==> src/rtl/pipe_adder.sv <==
// pipe_adder: LATENCY-stage add/subtract pipeline with valid/ready flow control,
// carry/borrow and signed overflow flags. Define PIPE_ADDER_SAT_EN for unsigned saturation.
module pipe_adder #(
    parameter int WIDTH   = 8,
    parameter int LATENCY = 2,
    parameter int CNT_W   = 16
) (
    input  logic             clk,
    input  logic             rst,
    input  logic             in_valid,
    output logic             in_ready,
    input  logic [WIDTH-1:0] a,
    input  logic [WIDTH-1:0] b,
    input  logic [1:0]       op,
    input  logic             cin,
    output logic             out_valid,
    input  logic             out_ready,
    output logic [WIDTH-1:0] sum,
    output logic             carry,
    output logic             overflow,
    output logic [CNT_W-1:0] res_cnt
);
    // Stage payload layout: {overflow, carry, sum}
    localparam int PW = WIDTH + 2;

    logic             w_advance;
    logic             w_is_sub;
    logic             w_cin_eff;
    logic [WIDTH:0]   w_rhs;
    logic [WIDTH:0]   w_raw;
    logic [WIDTH-1:0] w_sum;
    logic             w_ovf;
    logic [PW-1:0]    w_pay;

    logic             r_vld [LATENCY];
    logic [PW-1:0]    r_pay [LATENCY];
    logic [CNT_W-1:0] r_cnt;

    assign w_advance = !out_valid || out_ready;
    assign in_ready  = w_advance;

    // The full result is formed ahead of stage 0; later stages only carry it forward.
    always_comb begin
        w_is_sub  = op[0];
        w_cin_eff = op[1] & cin;
        w_rhs     = {1'b0, b} + {{WIDTH{1'b0}}, w_cin_eff};
        w_raw     = w_is_sub ? ({1'b0, a} - w_rhs) : ({1'b0, a} + w_rhs);
        if (w_is_sub)
            w_ovf = (a[WIDTH-1] != b[WIDTH-1]) && (w_raw[WIDTH-1] != a[WIDTH-1]);
        else
            w_ovf = (a[WIDTH-1] == b[WIDTH-1]) && (w_raw[WIDTH-1] != a[WIDTH-1]);
        w_sum = w_raw[WIDTH-1:0];
`ifdef PIPE_ADDER_SAT_EN
        if (w_raw[WIDTH])
            w_sum = w_is_sub ? '0 : '1;
`endif
        w_pay = {w_ovf, w_raw[WIDTH], w_sum};
    end

    // Payload only moves behind a valid beat, so bubbles never disturb held outputs.
    always_ff @(posedge clk) begin
        if (rst) begin
            for (int i = 0; i < LATENCY; i++) begin
                r_vld[i] <= 1'b0;
                r_pay[i] <= '0;
            end
        end else if (w_advance) begin
            r_vld[0] <= in_valid;
            if (in_valid)
                r_pay[0] <= w_pay;
            for (int i = 1; i < LATENCY; i++) begin
                r_vld[i] <= r_vld[i-1];
                if (r_vld[i-1])
                    r_pay[i] <= r_pay[i-1];
            end
        end
    end

    always_ff @(posedge clk) begin
        if (rst)
            r_cnt <= '0;
        else if (out_valid && out_ready)
            r_cnt <= r_cnt + 1'b1;
    end

    assign out_valid                = r_vld[LATENCY-1];
    assign {overflow, carry, sum}   = r_pay[LATENCY-1];
    assign res_cnt                  = r_cnt;

endmodule

==> config.mk <==
export PLATFORM = sky130hd
export DESIGN_NAME = pipe_adder
export DESIGN_NICKNAME = d
export VERILOG_FILES = /design/src/rtl/pipe_adder.sv
export SDC_FILE = /design/constraint.sdc
export NUM_CORES = 1
export LEC_CHECK = 0
export CAP_MARGIN = 15
export CELL_PAD_IN_SITES_DETAIL_PLACEMENT = 0
export CELL_PAD_IN_SITES_GLOBAL_PLACEMENT = 1
export CORE_ASPECT_RATIO = 0.75
export CORE_MARGIN = 4
export CORE_UTILIZATION = 39
export DETAILED_ROUTE_END_ITERATION = 7
export GPL_TIMING_DRIVEN = 0
export HOLD_SLACK_MARGIN = 0.12
export PLACE_DENSITY = 0.91
export SETUP_SLACK_MARGIN = 0.5
export SLEW_MARGIN = 15
export SYNTH_ARGS = -nofsm -noshare
export SYNTH_HDL_FRONTEND = slang
export SYNTH_SLANG_ARGS = --single-unit
export TNS_END_PERCENT = 50
==> constraint.sdc <==
create_clock -name clk -period 4.1 [get_ports clk]
set_input_delay 0.82 -clock clk [delete_from_list [all_inputs] [get_ports clk]]
set_output_delay 0.82 -clock clk [all_outputs]
set_load 0.05 [all_outputs]
==> results of run 1 <==
how the worst max path moves through the flow:
stage                     start          end  depth (start not counted)
after global routing      op[1]  r_pay[0][9]                         16
after floorplan           op[1]  r_pay[0][9]                         15
after global placement    op[1]  r_pay[0][9]                         16
after detailed placement  op[1]  r_pay[0][9]                         15
final                     op[1]  r_pay[0][9]                         16
after CTS                   cin  r_pay[0][9]                         16
where the power goes:
part / internal (mW) / switching, mW
combinational: 0.121 / 0.139
sequential: 0.433 / 0.00654
clock: 0.198 / 0.119
total: 0.752 / 0.264
cell usage after synthesis, types with 3 or more instances:
cell type and number:
nand2b_1 4, nand2_1 15, a21oi_1 7, nand3_1 9, or3_1 4, nor3_1 5, inv_1 9, clkbuf_1 5
and3_1 4, xor2_1 15, mux2i_1 6, dfxtp_1 16, or2_2 3, nor2_1 27, nand4_1 3, xnor2_1 18
o21ai_0 5, edfxtp_1 22, buf_4 8, o21a_1 5, ha_1 13, and2_1 14
layout make-up:
class                      count  area, sq um  share of cell area, %
clock buffer                   7        86.33                  2.657
timing repair buffer          58        535.5                  16.48
buffer                        16        106.4                  3.273
multi-input combinational    184         1376                  42.36
clock inverter                 1        30.03                 0.9241
inverter                       9        36.28                  1.117
tap                           78        97.59                  3.003
sequential                    38        980.9                  30.19
per-layer routing:
layer  wire (um)  vias to the layer above  global-route usage (%)  share of wire (%)
met5           0                        -                       0                  0
met4          73                        0                   4.545                1.6
met3         242                        7                   3.111                5.3
met2        1977                       39                   20.37                 44
met1        2240                      817                   17.10                 49
li1            -                      972                       -                  -
cells in the final DEF, fill, tap and decap left out, drive strengths merged, types with 2 or more instances in the layout:
cell type and n:
a21o 3, a21oi 7, a31oi 2, and2 15
and3 5, and4 2, buf 22, clkbuf 15
clkdlybuf4s50 42, dfxtp 16, dlygate4sd2 2, edfxtp 22
ha 13, inv 9, mux2i 6, nand2 15
nand2b 4, nand3 10, nand4 3, nor2 27
nor3 6, nor4b 2, o21a 5, o21ai 6
or2 3, or3 4, xnor2 18, xor2 15
registers in the layout (all words and copies together), names as in the netlist:
| name | flops |
|---|---|
| r_pay | 20 |
| res_cnt | 16 |
| r_vld | 2 |
through the flow:
stage          cell area (sq um)  worst slack [ps]  utilization, %  hold slack [ps]  TNS (ps)
5_1_grt                     3249             478.4           55.21            527.6         0
4_1_cts                     3233             512.4           54.93            507.4         0
2_1_floorplan               2425             513.2               -            496.7         0
6_report                    3249             570.8           55.21            500.7         0
3_3_place_gp                2993            -65.85           50.85            482.9    -65.85
3_5_place_dp                2993            -104.4           50.85            497.7    -134.2
logic make-up after synthesis:
family / Yosys count / synth area share (%)
buf+inv: 25 / 5.864
compound gates: 30 / 8.325
mux: 6 / 2.513
fa+ha+maj: 14 / 7.644
xor+xnor: 33 / 12.09
flops: 38 / 41.05
simple gates: 101 / 22.51
worst max-delay path: stages:
cell	delay, ps
clkbuf_2	80
and2_4	160
ha_4	160
ha_4	280
inv_4	30
ha_4	150
nor4b_4	120
a41o_1	250
nand2_2	100
nand2_2	70
xnor2_2	140
ha_2	190
or3_4	330
o311a_4	410
mux2i_1	170
o211ai_1	110
repair_timing:
item / CTS / global route
resized for setup: 14 / 11
gates cloned: 0 / 0
setup endpoints to repair: 5 / 3
setup buffers: 11 / 0
hold buffers: 0 / 0
pin swaps: 13 / 9
endpoints found under the hold margin: 0 / 0
==> results.md, run 1 <==
* CTS tree: yes
* R2R setup slack at 2250 ps
* Crit path capture type: flop
* First DRT Iteration DRCs at 92
* Layout cells sized above 1 at 18.21%
* DRC Markers at 0
* Rows at 24
* TritonRoute pass-1 iters at 4
* FF+latch count, synth at 38
* Slew Viols, Final at 0
* Worst hold path startpoint: res_cnt[1]
* RR Startpoint: r_vld[0][1]
* Overflow left after global routing at 0
* Initial Util at 40.60%
* # placed instances at 372
* Clock Latency Late Sink at 280 ps
* Post-synth EDFFs at 22
* Yosys top cell area share at 27.64%
* Synthesized area at 2390 sq um
* Hold Path End: res_cnt[1]
* Crit-path max FO at 4
* Cell taking the most area after synthesis: edfxtp_1
* Static Leak at 1.261 nW
* Gr usage total at 12.74%
* FFs w/ async S/R, synth at 0%
* Root buffer cell: clkbuf_8
* Synth Flop Type: edfxtp_1
* Outcome: complete, no violations
* Number of setup violations in the final report at 0
* Vias at 1835
* Final worst path period share at 86.08%
* Final Hold Fails at 0
* Final wirelength at 4.534 mm
* Register area share after synthesis at 41.05%
* FF-to-FF End: r_pay[0][9]
* Crit path time final at 3529 ps
* Non-filler instance count after layout at 391
* Antenna Violating Nets Remaining at 0
* CP startpoint kind: input pin
* First-pass GRT wire length at 7.631 mm
* Worst r2r path cells at 6
* Clk slew on worst S/H paths at 70 ps
* Sink Count at 38
* Placeable Area at 5886 sq um
* Worst Hold Depth at 2
* Post-synthesis net count at 284
* Max_slew headroom at 55.72%
* P per Cell Area at 312.6 nW/um^2
* Critical Path AT at 3560 ps
* Area growth, synth to finish at 35.97%
* Final net count at 349
* Total chip power at 1.016 mW
* Worst vdd rail ir drop at 137.4 uV
* Fmax at 0.2833 GHz
* Worst-margin pin slew at 659.8 ps
* Avg Inst Size Synth at 9.675 sq um
* Die Wd at 98.39 um
* TritonCTS buffer count at 5
* RSZ-0062 raised after global routing: yes
* Die H at 75.79 um
* Initial antenna violation count at 0
* Die ar. at 7457 sq um
* Via density at 4.693
* PortBufs at 47
* Ys Warns at 0
* Synth unique cells at 48
* Drt wl/cell at 11.60 um
* Max_cap viols at 0
* # H-tree levels at 2
* Top area cells in the synthesized netlist: edfxtp_1 28%, dfxtp_1 13%, ha_1 6.8%
* # fillers at 550
* ANT cells at 0
* Vias in the first global route at 1714
* Crit Path Category: in2reg
* Num ports at 51
* HPWL Detailed at 3.502 mm
* Gate Count Post-Synth at 247
* Largest net degree at the start of global routing at 13
* Worst hold path type: reg2reg
* Clock Path Buffers at 2
* Skew final at 2.605 ps
* CP required at 4130 ps
* Routability cong. at 0.8416
No activity file was read; power rests on OpenSTA's default activity.
==> inputs of run 2 (changes only) <==
Settings changed: ABC_AREA from default to 1, CORE_UTILIZATION 39 to 37.
==> run 2 against run 1 <==
Sequential power increased by 0.9%. Flip-flop and latch count stayed put. Routed wire length fell by 2.3%. Clock skew rose by 3.5 ps. Design area is 2.2% lower. Maximum frequency up 2.3%. Worst setup slack gained 80 ps. Clock power shrank 26%. Global-route usage decreased by 0.83 points. Final cell count grew 18%. Critical path type unchanged. Critical endpoint is now r_pay[0][8]. Highest routed layer unchanged.
==> results.md, run 2 <==
* Outcome: complete, no violations
* Top-count cell post-synth: inv_1
* Most common library cell in the layout ignoring fill and taps: inv_1
* Routed length on met1 at 2.251 mm
* Worst vdd rail ir drop at 139.9 uV
* Worst path cell trace: clkdlybuf4s50_1 > nand2_1 > inv_1 > ha_1 > ha_2 > inv_2 > ha_2 > o21ai_1 > fa_1 > nand2_1 > inv_1 > o21ai_0 > nand2_1 > nand4_1 > nand3_1 > a21oi_2 > nor2_2
* Top area cells in the synthesized netlist: edfxtp_1 27%, dfxtp_1 13%, inv_1 9.4%
* Area growth, synth to finish at 30.24%
* CP required at 4130 ps
* Placeable Area at 6350 sq um
* TritonCTS buffer count at 5
* DRC Markers at 0
* Psw at 0.2871 mW
* Worst-margin pin slew at 766.3 ps
* Int Power at 0.6637 mW
* Slowest CP cell: fa_1
* Part of the power in combinational logic at 28.5%
* Initial Util at 38.44%
* Die ar. at 7975 sq um
* Area after DPL at 3043 sq um
* Fmax at 0.2899 GHz
* Synth Flop Type: edfxtp_1
* TritonRoute pass-1 iters at 4
* Cell taking the most area after synthesis: edfxtp_1
* Overflow left after global routing at 0
* PortBufs at 50
* Max_slew headroom at 48.57%
* Drt wl/cell at 9.607 um
* Gr usage total at 11.91%
* Clock Latency Late Sink at 280 ps
* Sw Share at 30.20%
* Hold slack at 467.7 ps
* Clock Power Share at 24.8%
* First-pass GRT wire length at 7.783 mm
* Crit path time final at 3450 ps
* Layout cells sized above 1 at 13.16%
* Vias at 1999
* HPWL Detailed at 3.730 mm
* Final net count at 416
* Die Wd at 101.8 um
* Rows at 25
* Seq pwr share at 46.6%
* Clk slew on worst S/H paths at 70 ps
* Worst hold path type: reg2reg
* # H-tree levels at 2
* Largest net degree at the start of global routing at 13
* Design Area, Final at 3179 sq um
* FF+latch count, synth at 38
* Critical Path AT at 3480 ps
* Sink Count at 38
* CP most frequent cell: nand2_1
* Slew Viols, Final at 0
* Synthesized area at 2441 sq um
* ANT cells at 0
* Antenna Violating Nets Remaining at 0
* Largest register FFs at 20
* Top delay family on crit path: adder cells
* CTS tree: yes
* CP startpoint kind: input pin
* Slowest stage delay, CP at 430 ps
* Register area share after synthesis at 40.18%
* Avg Inst Size Synth at 7.628 sq um
* RSZ-0062 raised after global routing: yes
* Final Hold Fails at 0
* Clock Path Buffers at 2
* Skew final at 6.139 ps
* Crit-path max FO at 3
* Ys Warns at 0
* Gate Count Post-Synth at 320
* Most frequent cells in the layout: 60 x inv_1, 56 x nand2_1, 50 x clkdlybuf4s50_1
* Max_cap viols at 0
* Crit path capture type: flop
* Vias in the first global route at 1827
* FFs w/ async S/R, synth at 0%
* Synth unique cells at 27
* Crit Path Category: in2reg
* Synth top cells by count: 61 x inv_1, 56 x nand2_1, 39 x nor2_1
* Final wirelength at 4.429 mm
* Total chip power at 0.9508 mW
* Met3 WL at 243 um
* Via density at 4.336
* Routability cong. at 0.8668
* Post-synth EDFFs at 22
* P per Cell Area at 299.1 nW/um^2
* Routed met2 length at 1.905 mm
* Hold buffer count at CTS at 0
* Initial antenna violation count at 0
* Final worst path period share at 84.14%
* Die H at 78.35 um
* WP buf/inv at 4
* Reg with most FFs: r_pay
* Static Leak at 1.339 nW
* Highest metal used: met4
* Yosys top cell area share at 27.06%
* Setup TNS at 0 ps
* First DRT Iteration DRCs at 59
* Number of setup violations in the final report at 0
* Post-synthesis net count at 357
* Root buffer cell: clkbuf_8
* Num ports at 51
run 2: changes by cell type after synthesis, sizes merged, moves of 5 or more:
cell   previous run  this run
nor2             27        48
xor2             15         5
o21ai             6        17
nand3            10        23
inv               9        62
xnor2            18         3
nand2            15        63
mux2i             6         0
and2             15         0
a21oi             7        20
and3              5         0
run 2: area by class of cell:
cell class	count	area (sq um)
Tap cell	81	101.3
Timing Repair Buffer	52	515.5
Sequential cell	38	980.9
Buffer	10	68.82
Fill cell	625	3171
Multi-Input combinational cell	210	1195
Clock inverter	3	16.27
Clock buffer	5	68.82
Inverter	62	232.7
run 2: cell families after synthesis:
| family | Yosys count | share of synthesized area, % |
|---|---|---|
| xor gates and xnor gates | 8 | 2.870 |
| adders and majority gates | 14 | 7.484 |
| buffers and inverters | 72 | 12.35 |
| and+or+nand+nor | 146 | 27.99 |
| AOI/OAI and AO/OA | 42 | 9.123 |
| DFF | 38 | 40.18 |
run 2: metrics by stage:
step	std cells	setup WS, ps	util (%)
2_1_floorplan	320	977.0	-
3_3_place_gp	451	386.2	47.92
3_5_place_dp	451	338.0	47.92
4_1_cts	459	623.3	49.26
5_1_grt	461	460.3	50.07
6_report	461	650.4	50.07
run 2: final timing paths:
path / from / endpoint / slack [ps] / depth (start not counted)
max: op[1] / r_pay[0][8] / 650 / 17
max reg2reg: r_vld[0][1] / r_pay[0][16] / 2420 / 8
min: res_cnt[12] / res_cnt[12] / 470 / 2
min reg2reg: res_cnt[12] / res_cnt[12] / 470 / 2
run 2: power groups by stage:
stage                     Combinational, mW  Sequential (mW)  Clock [mW]
final                                 0.271            0.443       0.236
after global routing                  0.303            0.446       0.262
after CTS                             0.259            0.444       0.244
after detailed placement              0.258            0.452           0
after global placement                0.254            0.452           0
after floorplan                       0.167            0.465           0
run 2: worst reg2reg max path: cells and delay by family (launching register included):
kind | cells | cell delay [ps]
simple gates | 5 | 670
flops | 1 | 390
buf+inv | 3 | 370
run 2: layer usage:
metal / global-route usage [%] / vias up
met1: 16.30 / 819
met5: 0 / -
li1: - / 1135
met4: 2.789 / 0
met3: 2.398 / 2
met2: 19.32 / 43
run 2: timing repair:
| item | CTS | global route |
|---|---|---|
| resized for setup | 0 | 11 |
| buffers inserted | 0 | 2 |
| setup endpoints to repair | 0 | 4 |
